==> src/rtl/hidden_neuron_pkg.sv <==
// hidden_neuron_pkg
// Shared definitions for the hidden neuron and later network layers:
// default word/fraction widths, Q8.24 constants, FSM state encoding
// and weight-register address codes.
package hidden_neuron_pkg;

    localparam int DWIDTH_DEF = 32;
    localparam int FRAC_DEF   = 24;

    // Fixed-point constants in the default Q8.24 format.
    localparam logic signed [DWIDTH_DEF-1:0] ONE     = 32'sh0100_0000;
    localparam logic signed [DWIDTH_DEF-1:0] HALF    = 32'sh0080_0000;
    localparam logic signed [DWIDTH_DEF-1:0] TWO     = 32'sh0200_0000;
    localparam logic signed [DWIDTH_DEF-1:0] NEG_TWO = 32'shFE00_0000;
    localparam logic signed [DWIDTH_DEF-1:0] SAT_MAX = 32'sh7FFF_FFFF;
    localparam logic signed [DWIDTH_DEF-1:0] SAT_MIN = 32'sh8000_0000;

    typedef enum logic [2:0] {
        S_IDLE = 3'd0,
        S_MUL1 = 3'd1,
        S_MUL2 = 3'd2,
        S_ACT  = 3'd3,
        S_DONE = 3'd4
    } state_t;

    localparam logic [1:0] ADDR_W1   = 2'd0;
    localparam logic [1:0] ADDR_W2   = 2'd1;
    localparam logic [1:0] ADDR_BIAS = 2'd2;
    localparam logic [1:0] ADDR_RSVD = 2'd3;

endpackage

==> src/rtl/hidden_neuron_if.sv <==
// hidden_neuron_if
// Bundles the neuron's data handshakes and weight-write bus.
//   in_valid/in_ready/A/B       : input stage -> neuron
//   w_we/w_addr/w_data          : weight/bias write port
//   out_valid/out_ready/out     : neuron -> downstream
// Handshake rule (both directions): a transfer happens on the rising edge
// where valid && ready are both 1; the source holds its payload stable while
// valid is high and ready is low, and the sink may not depend on a
// combinational path from valid to ready.
interface hidden_neuron_if
    import hidden_neuron_pkg::*;
#(
    parameter int DWIDTH = DWIDTH_DEF
);
    logic                     in_valid;
    logic                     in_ready;
    logic signed [DWIDTH-1:0] A;
    logic signed [DWIDTH-1:0] B;
    logic                     w_we;
    logic [1:0]               w_addr;
    logic signed [DWIDTH-1:0] w_data;
    logic                     out_valid;
    logic                     out_ready;
    logic signed [DWIDTH-1:0] out;

    modport master (
        output in_valid, A, B, w_we, w_addr, w_data, out_ready,
        input  in_ready, out_valid, out
    );

    modport slave (
        input  in_valid, A, B, w_we, w_addr, w_data, out_ready,
        output in_ready, out_valid, out
    );
endinterface

==> src/rtl/fxp_mul_sat.sv <==
// fxp_mul_sat
// Signed fixed-point multiply: full 2*DWIDTH product, arithmetic shift
// right by FRAC, saturated back into DWIDTH bits.
//   i_a, i_b : signed operands (DWIDTH)
//   o_p      : saturated, rescaled product (DWIDTH)
module fxp_mul_sat #(
    parameter int DWIDTH = 32,
    parameter int FRAC   = 24
) (
    input  logic signed [DWIDTH-1:0] i_a,
    input  logic signed [DWIDTH-1:0] i_b,
    output logic signed [DWIDTH-1:0] o_p
);
    logic signed [2*DWIDTH-1:0] w_a_ext;
    logic signed [2*DWIDTH-1:0] w_b_ext;
    logic signed [2*DWIDTH-1:0] w_prod;
    logic signed [2*DWIDTH-1:0] w_shift;
    logic [DWIDTH:0]            w_hi;

    assign w_a_ext = {{DWIDTH{i_a[DWIDTH-1]}}, i_a};
    assign w_b_ext = {{DWIDTH{i_b[DWIDTH-1]}}, i_b};
    assign w_prod  = w_a_ext * w_b_ext;
    assign w_shift = w_prod >>> FRAC;
    // The result fits in DWIDTH bits only if every bit from the DWIDTH-1
    // position upward is a copy of the sign.
    assign w_hi    = w_shift[2*DWIDTH-1:DWIDTH-1];

    always_comb begin
        o_p = w_shift[DWIDTH-1:0];
        if (!((&w_hi) || (~|w_hi))) begin
            o_p = w_hi[DWIDTH] ? {1'b1, {(DWIDTH-1){1'b0}}}
                               : {1'b0, {(DWIDTH-1){1'b1}}};
        end
    end
endmodule

==> src/rtl/hidden_neuron.sv <==
// hidden_neuron
// One hidden-layer neuron: out = hard_sigmoid(bias + w1*A + w2*B) in
// signed fixed point, using a single shared multiplier over two cycles.
//   clk, rst : clock, synchronous active-high reset
//   bus      : hidden_neuron_if.slave (input handshake, weight writes,
//              output handshake)
//   o_state  : current FSM state, for observation only
module hidden_neuron
    import hidden_neuron_pkg::*;
#(
    parameter int DWIDTH = DWIDTH_DEF,
    parameter int frac   = FRAC_DEF
) (
    input  logic           clk,
    input  logic           rst,
    hidden_neuron_if.slave bus,
    output state_t         o_state
);
    state_t r_state;
    state_t w_next_state;

    logic signed [DWIDTH-1:0] r_w1, r_w2, r_bias;
    logic signed [DWIDTH-1:0] r_acc, r_a, r_b, r_out;
    logic signed [DWIDTH-1:0] w_mul_a, w_mul_b, w_prod;
    logic signed [DWIDTH-1:0] w_addend, w_sum_sat, w_act;
    logic signed [DWIDTH:0]   w_sum_wide;
    logic                     w_in_mul1;

    assign w_in_mul1 = (r_state == S_MUL1);

    // MUL1 uses (w1, A) on top of bias; MUL2 uses (w2, B) on top of acc.
    assign w_mul_a  = w_in_mul1 ? r_w1   : r_w2;
    assign w_mul_b  = w_in_mul1 ? r_a    : r_b;
    assign w_addend = w_in_mul1 ? r_bias : r_acc;

    fxp_mul_sat #(
        .DWIDTH (DWIDTH),
        .FRAC   (frac)
    ) u_mul (
        .i_a (w_mul_a),
        .i_b (w_mul_b),
        .o_p (w_prod)
    );

    // One guard bit: overflow shows as the top two bits disagreeing.
    assign w_sum_wide = {w_addend[DWIDTH-1], w_addend} + {w_prod[DWIDTH-1], w_prod};

    always_comb begin
        w_sum_sat = w_sum_wide[DWIDTH-1:0];
        if (w_sum_wide[DWIDTH] != w_sum_wide[DWIDTH-1]) begin
            w_sum_sat = w_sum_wide[DWIDTH] ? SAT_MIN : SAT_MAX;
        end
    end

    // Hard sigmoid: linear 0.5 + acc/4 between -2.0 and 2.0, clamped outside.
    always_comb begin
        w_act = HALF + (r_acc >>> 2);
        if (r_acc >= TWO) begin
            w_act = ONE;
        end else if (r_acc <= NEG_TWO) begin
            w_act = '0;
        end
    end

    always_comb begin
        w_next_state  = r_state;
        bus.in_ready  = 1'b0;
        bus.out_valid = 1'b0;
        case (r_state)
            S_IDLE: begin
                bus.in_ready = 1'b1;
                if (bus.in_valid) w_next_state = S_MUL1;
            end
            S_MUL1: w_next_state = S_MUL2;
            S_MUL2: w_next_state = S_ACT;
            S_ACT:  w_next_state = S_DONE;
            S_DONE: begin
                bus.out_valid = 1'b1;
                if (bus.out_ready) w_next_state = S_IDLE;
            end
            default: w_next_state = S_IDLE;
        endcase
    end

    always_ff @(posedge clk) begin
        if (rst) begin
            r_state <= S_IDLE;
            r_w1    <= ONE;
            r_w2    <= ONE;
            r_bias  <= '0;
            r_acc   <= '0;
            r_a     <= '0;
            r_b     <= '0;
            r_out   <= '0;
        end else begin
            r_state <= w_next_state;
            // Weights are only writable while idle; a write on the accepting
            // edge lands before MUL1 reads it.
            if (r_state == S_IDLE && bus.w_we) begin
                case (bus.w_addr)
                    ADDR_W1:   r_w1   <= bus.w_data;
                    ADDR_W2:   r_w2   <= bus.w_data;
                    ADDR_BIAS: r_bias <= bus.w_data;
                    default:   ;
                endcase
            end
            if (r_state == S_IDLE && bus.in_valid) begin
                r_a <= bus.A;
                r_b <= bus.B;
            end
            if (r_state == S_MUL1 || r_state == S_MUL2) begin
                r_acc <= w_sum_sat;
            end
            if (r_state == S_ACT) begin
                r_out <= w_act;
            end
        end
    end

    assign bus.out = r_out;
    assign o_state = r_state;
endmodule

==> src/flat_wrapper.sv <==
// flat-port wrapper written by rule: the top's interface ports become plain ports
module hidden_neuron_flat import hidden_neuron_pkg::*;
#(
    parameter int DWIDTH = DWIDTH_DEF,
    parameter int frac   = FRAC_DEF
)
  (clk, rst, o_state, bus_in_valid, bus_A, bus_B, bus_w_we, bus_w_addr, bus_w_data, bus_out_ready, bus_in_ready, bus_out_valid, bus_out);
  hidden_neuron_if #(.DWIDTH(DWIDTH)) bus_i ();
  input  logic clk;
  input  logic rst;
  output state_t o_state;
  input wire logic [$bits(bus_i.in_valid)-1:0] bus_in_valid;
  input wire logic [$bits(bus_i.A)-1:0] bus_A;
  input wire logic [$bits(bus_i.B)-1:0] bus_B;
  input wire logic [$bits(bus_i.w_we)-1:0] bus_w_we;
  input wire logic [$bits(bus_i.w_addr)-1:0] bus_w_addr;
  input wire logic [$bits(bus_i.w_data)-1:0] bus_w_data;
  input wire logic [$bits(bus_i.out_ready)-1:0] bus_out_ready;
  output wire logic [$bits(bus_i.in_ready)-1:0] bus_in_ready;
  output wire logic [$bits(bus_i.out_valid)-1:0] bus_out_valid;
  output wire logic [$bits(bus_i.out)-1:0] bus_out;
  assign bus_i.in_valid = bus_in_valid;
  assign bus_i.A = bus_A;
  assign bus_i.B = bus_B;
  assign bus_i.w_we = bus_w_we;
  assign bus_i.w_addr = bus_w_addr;
  assign bus_i.w_data = bus_w_data;
  assign bus_i.out_ready = bus_out_ready;
  assign bus_in_ready = bus_i.in_ready;
  assign bus_out_valid = bus_i.out_valid;
  assign bus_out = bus_i.out;
  hidden_neuron #(.DWIDTH(DWIDTH), .frac(frac)) u_core (.clk(clk), .rst(rst), .bus(bus_i), .o_state(o_state));
endmodule
==> config.mk <==
export PLATFORM = sky130hd
export DESIGN_NAME = hidden_neuron_flat
export DESIGN_NICKNAME = d
export VERILOG_FILES = /design/src/rtl/hidden_neuron_pkg.sv /design/src/rtl/hidden_neuron_if.sv /design/src/rtl/fxp_mul_sat.sv /design/src/rtl/hidden_neuron.sv /design/src/flat_wrapper.sv
export SDC_FILE = /design/constraint.sdc
export NUM_CORES = 2
export LEC_CHECK = 0
export ABC_CLOCK_PERIOD_IN_PS = 11900
export CORE_MARGIN = 2
export CORE_UTILIZATION = 44
export CTS_CLUSTER_SIZE = 20
export DETAILED_ROUTE_END_ITERATION = 10
export PLACE_DENSITY_LB_ADDON = 0.3
export SLEW_MARGIN = 20
export SYNTH_ARGS = -nofsm -noshare
export SYNTH_HDL_FRONTEND = slang
export SYNTH_SLANG_ARGS = --single-unit
==> constraint.sdc <==
create_clock -name clk -period 11.9 [get_ports clk]
set_input_delay 1.19 -clock clk [delete_from_list [all_inputs] [get_ports clk]]
set_output_delay 1.19 -clock clk [all_outputs]
set_load 0.03 [all_outputs]
==> qor.csv <==
stage;metric;value;unit
placement;post-placement cell area;53500;sq um
hold_path;Hold Path Depth;2;
finish;Finished Core Util;53.6;%
die;I/O pin total;140;
sta;FMAX;0.0832;GHz
clocking;CTS buffer count;23;
setup_path;Top cell by count, worst path;fa_1;
placement;Placed Cells;6982;
placement;Buffers on Ports;139;
logic_synthesis;distinct cell type count after synthesis;72;
route;Avg WL per Cell;21.6;um
die;Core Region;103000;sq um
grt;GRT Total Usage;29.2;%
setup_path;Largest delay share family, worst path;adder cells;
placement;post-DP HPWL;130;mm
pwr;Worst VDD drop;0.395;mV
sta;count of final setup violators;31;
logic_synthesis;syn_area_per_cell;8.85;sq um
clocking;TritonCTS clock tree;yes;
die;Rows;118;
run;Max Cap Viol;0;
route;first-iteration detailed-routing DRC count;2818;
logic_synthesis;Syn Inst Count;5173;
finish;Synth-to-Final Area Change;20.9;%
route;Via density;5.28;
setup_path;CP peak stage delay;590;ps
setup_path;Crit Path Class;reg2reg;
die;Die Ht;327;um
hold_path;HP Start;u_core.r_bias[28];
route;antenna viol nets, final;0;
clocking;CTS Buffer Depth;3;
grt;first-pass GRT wire length;237;mm
clocking;hold buffer count at cts;0;
setup_path;reg2reg end;u_core.r_acc[9];
clocking;Clock Latency Late Sink;580;ps
sta;Setup Skew;17.3;ps
hold_path;Hold Crit Class;reg2reg;
sta;post-route setup slack;-115;ps
setup_path;Max Fanout on Critical Path;31;
setup_path;r2r setup slk;-110;ps
sta;Final period util;101;%
setup_path;R2R cell count;45;
route;DRC;0;
route;total wire length;152;mm
pwr;Leakage;25.8;nW
finish;Final Non-Filler Cells;7057;
sta;Final Slew Violations;0;
finish;layout cells sized above 1;15.4;%
sta;slew margin rel.;34.2;%
die;Die Area;107000;sq um
logic_synthesis;YS warnings;0;
setup_path;crit path DAT;12490;ps
clocking;H-tree lvl count;1;
placement;worst slack, placed;-578;ps
logic_synthesis;ys async rst share;0;%
finish;Design Area, Final;55400;sq um
route;Vias;37300;
clocking;Reg clk slew, reported paths;70;ps
grt;total gr overflow;0;
logic_synthesis;Seq cells post-synth;226;
setup_path;Slowest cell on crit path;fa_1;
logic_synthesis;predominant post-synthesis flop cell;dfxtp_1;
setup_path;Startpoint Class;register;
setup_path;Worst R2R Start;u_core.o_state[1];
setup_path;WP buf/inv;10;
logic_synthesis;syn nets;6571;
clocking;CTS sink cnt;226;
grt;initial antenna violation count;3;
outcome;failing checks;negative setup slack;
route;First-pass DRT Iterations;5;
outcome;status;finished, violations left;
grt;largest net degree at the start of global routing;127;
die;Initial Utilization;44.3;%
sta;Hold Slack;453;ps
sta;Slew @ Worst Pin;988;ps
grt;vias in the first global route;39600;
sta;Hold Vio Cnt, Final;0;
logic_synthesis;post-synthesis cell area;45800;sq um
placement;routability cong.;0.974;
sta;min Tclk post-route;12010;ps
logic_synthesis;register area share after synthesis;9.88;%
logic_synthesis;number of flops mapped to enable cells by yosys;0;
sta;RSZ-0062 raised after global routing;yes;
die;Die X-Extent;327;um
finish;nets@finish;7057;
hold_path;Hold EP;u_core.r_bias[28];
setup_path;Worst setup EP type;register;
clocking;CTS Root Cell;clkbuf_16;
pwr;power density over the cells;116;nW/um^2
setup_path;WP data required;12370;ps
## cell usage after synthesis (8+ instances only)
master    number  area share (%)
a211oi_1      35            0.57
a21o_1        31            0.51
a21oi_1      251             2.7
a22oi_1       26            0.43
a31oi_1        8            0.11
and2_1        23            0.31
and3_1        13            0.18
buf_1         14            0.11
clkbuf_1     231             1.9
dfxtp_1      226             9.9
fa_1        1083              47
ha_1         212             5.8
inv_1        963             7.9
maj3_1        31            0.68
mux2_2        90             2.2
mux2i_1       57             1.2
nand2_1      900             7.4
nand2b_1      15            0.21
nand3_1       12            0.13
nand4_1       20            0.27
nor2_1       615             5.0
nor2b_1       11            0.15
nor3_1        13            0.14
o21ai_0       55            0.60
o21ai_1       29            0.32
o21bai_1      12            0.20
xnor2_1       55             1.1
xor2_1        30            0.57
## cell type report
| class | instances | area [sq um] |
|---|---|---|
| antenna | 1 | 2.50 |
| clock buffer | 31 | 646 |
| clock inverter | 11 | 154 |
| fill | 9507 | 48000 |
| inverter | 964 | 3620 |
| multi-input combinational | 3731 | 37600 |
| sequential | 226 | 4530 |
| tap | 1380 | 1730 |
| timing repair buffer | 713 | 7100 |
## routing by layer
metal  global-route usage [%]  up-vias  part of all wire (%)
met4                     7.21        2                   3.1
met2                     49.8     1302                    49
met5                        0        -                0.0085
met1                     39.3    19200                    41
met3                     4.23      249                   7.1
li1                         -    16600                     -
## logic make-up (layout without fill, tap and decap cells)
| logic type | count (synthesis) | in the layout | synth area share (%) |
|---|---|---|---|
| simple gates | 1670 | 1670 | 14.6 |
| fa+ha+maj | 1326 | 1326 | 53.8 |
| buf+inv | 1216 | 1719 | 10.1 |
| compound gates | 502 | 502 | 6.52 |
| flops | 226 | 226 | 9.88 |
| mux | 148 | 148 | 3.49 |
| xor+xnor | 85 | 85 | 1.63 |
| other cells | 0 | 1 | 0 |
## registers in the layout, indices dropped and copies added, names as in the netlist
| signal | flops |
|---|---|
| u_core.r_bias | 32 |
| u_core.r_a | 32 |
| u_core.bus.out | 31 |
| u_core.r_b | 32 |
| u_core.r_w2 | 32 |
| u_core.r_w1 | 32 |
| u_core.o_state | 3 |
| u_core.r_acc | 32 |
## repair_timing
action | 4_1_cts | 5_1_grt
gates resized for setup | 71 | 74
pin swaps | 13 | 18
gates cloned | 4 | 0
setup endpoints to repair | 32 | 32
hold endpoints to repair | 0 | 0
setup buffers | 23 | 4
## cell usage in the layout (no fill, tap or decap), types with 8 or more instances in the layout
| cell | n |
|---|---|
| ha_4 | 15 |
| mux2i_4 | 16 |
| nor2_1 | 609 |
| fa_2 | 24 |
| dfxtp_1 | 223 |
| mux2_2 | 72 |
| buf_6 | 12 |
| and3_1 | 12 |
| xor2_1 | 30 |
| nor2b_1 | 11 |
| nand4_1 | 20 |
| maj3_1 | 31 |
| o21bai_1 | 11 |
| inv_1 | 957 |
| a211oi_2 | 8 |
| buf_4 | 458 |
| a21oi_1 | 231 |
| nand2_1 | 896 |
| xnor2_1 | 54 |
| buf_12 | 95 |
| nor3_1 | 10 |
| and2_1 | 22 |
| fa_1 | 1059 |
| a22oi_1 | 26 |
| nand2b_1 | 15 |
| mux2i_1 | 18 |
| ha_1 | 195 |
| a21o_1 | 31 |
| nand3_1 | 12 |
| clkdlybuf4s50_1 | 138 |
| clkbuf_16 | 23 |
| a21oi_2 | 19 |
| a211oi_1 | 27 |
| mux2_4 | 19 |
| o21ai_0 | 44 |
| o21ai_1 | 35 |
| mux2i_2 | 23 |
## power breakdown
part	switching [mW]	total, mW	internal [mW]
combinational	2.47	4.65	2.18
sequential	0.109	0.954	0.845
clock	0.349	0.800	0.451
total	2.93	6.41	3.47
## worst reg2reg max path: cells and delay by family, from the launching register on
family | cells | cell delay, ps
fa+ha+maj | 11 | 4680
compound gates | 15 | 3330
buf+inv | 10 | 1690
simple gates | 6 | 1340
flops | 1 | 350
xor+xnor | 2 | 270
mux | 1 | 250
## stage by stage
step | total power, mW | TNS, ps
after global routing | 6.85 | -14700
final | 6.41 | -2740
after global placement | 5.41 | -13080
after floorplan | 3.69 | 0
after detailed placement | 5.42 | -17070
after CTS | 6.32 | -1570
## how the worst max path moves through the flow
stage / startpoint / cells after the start / to
2_1_floorplan: u_core.o_state[2] / 45 / u_core.r_acc[10]
3_3_place_gp: u_core.o_state[1] / 44 / u_core.r_acc[26]
3_5_place_dp: u_core.o_state[1] / 44 / u_core.r_acc[26]
4_1_cts: u_core.o_state[2] / 48 / u_core.r_acc[0]
5_1_grt: u_core.o_state[1] / 49 / u_core.r_acc[0]
6_report: u_core.o_state[1] / 45 / u_core.r_acc[9]
No activity file was read; power rests on OpenSTA's default activity.
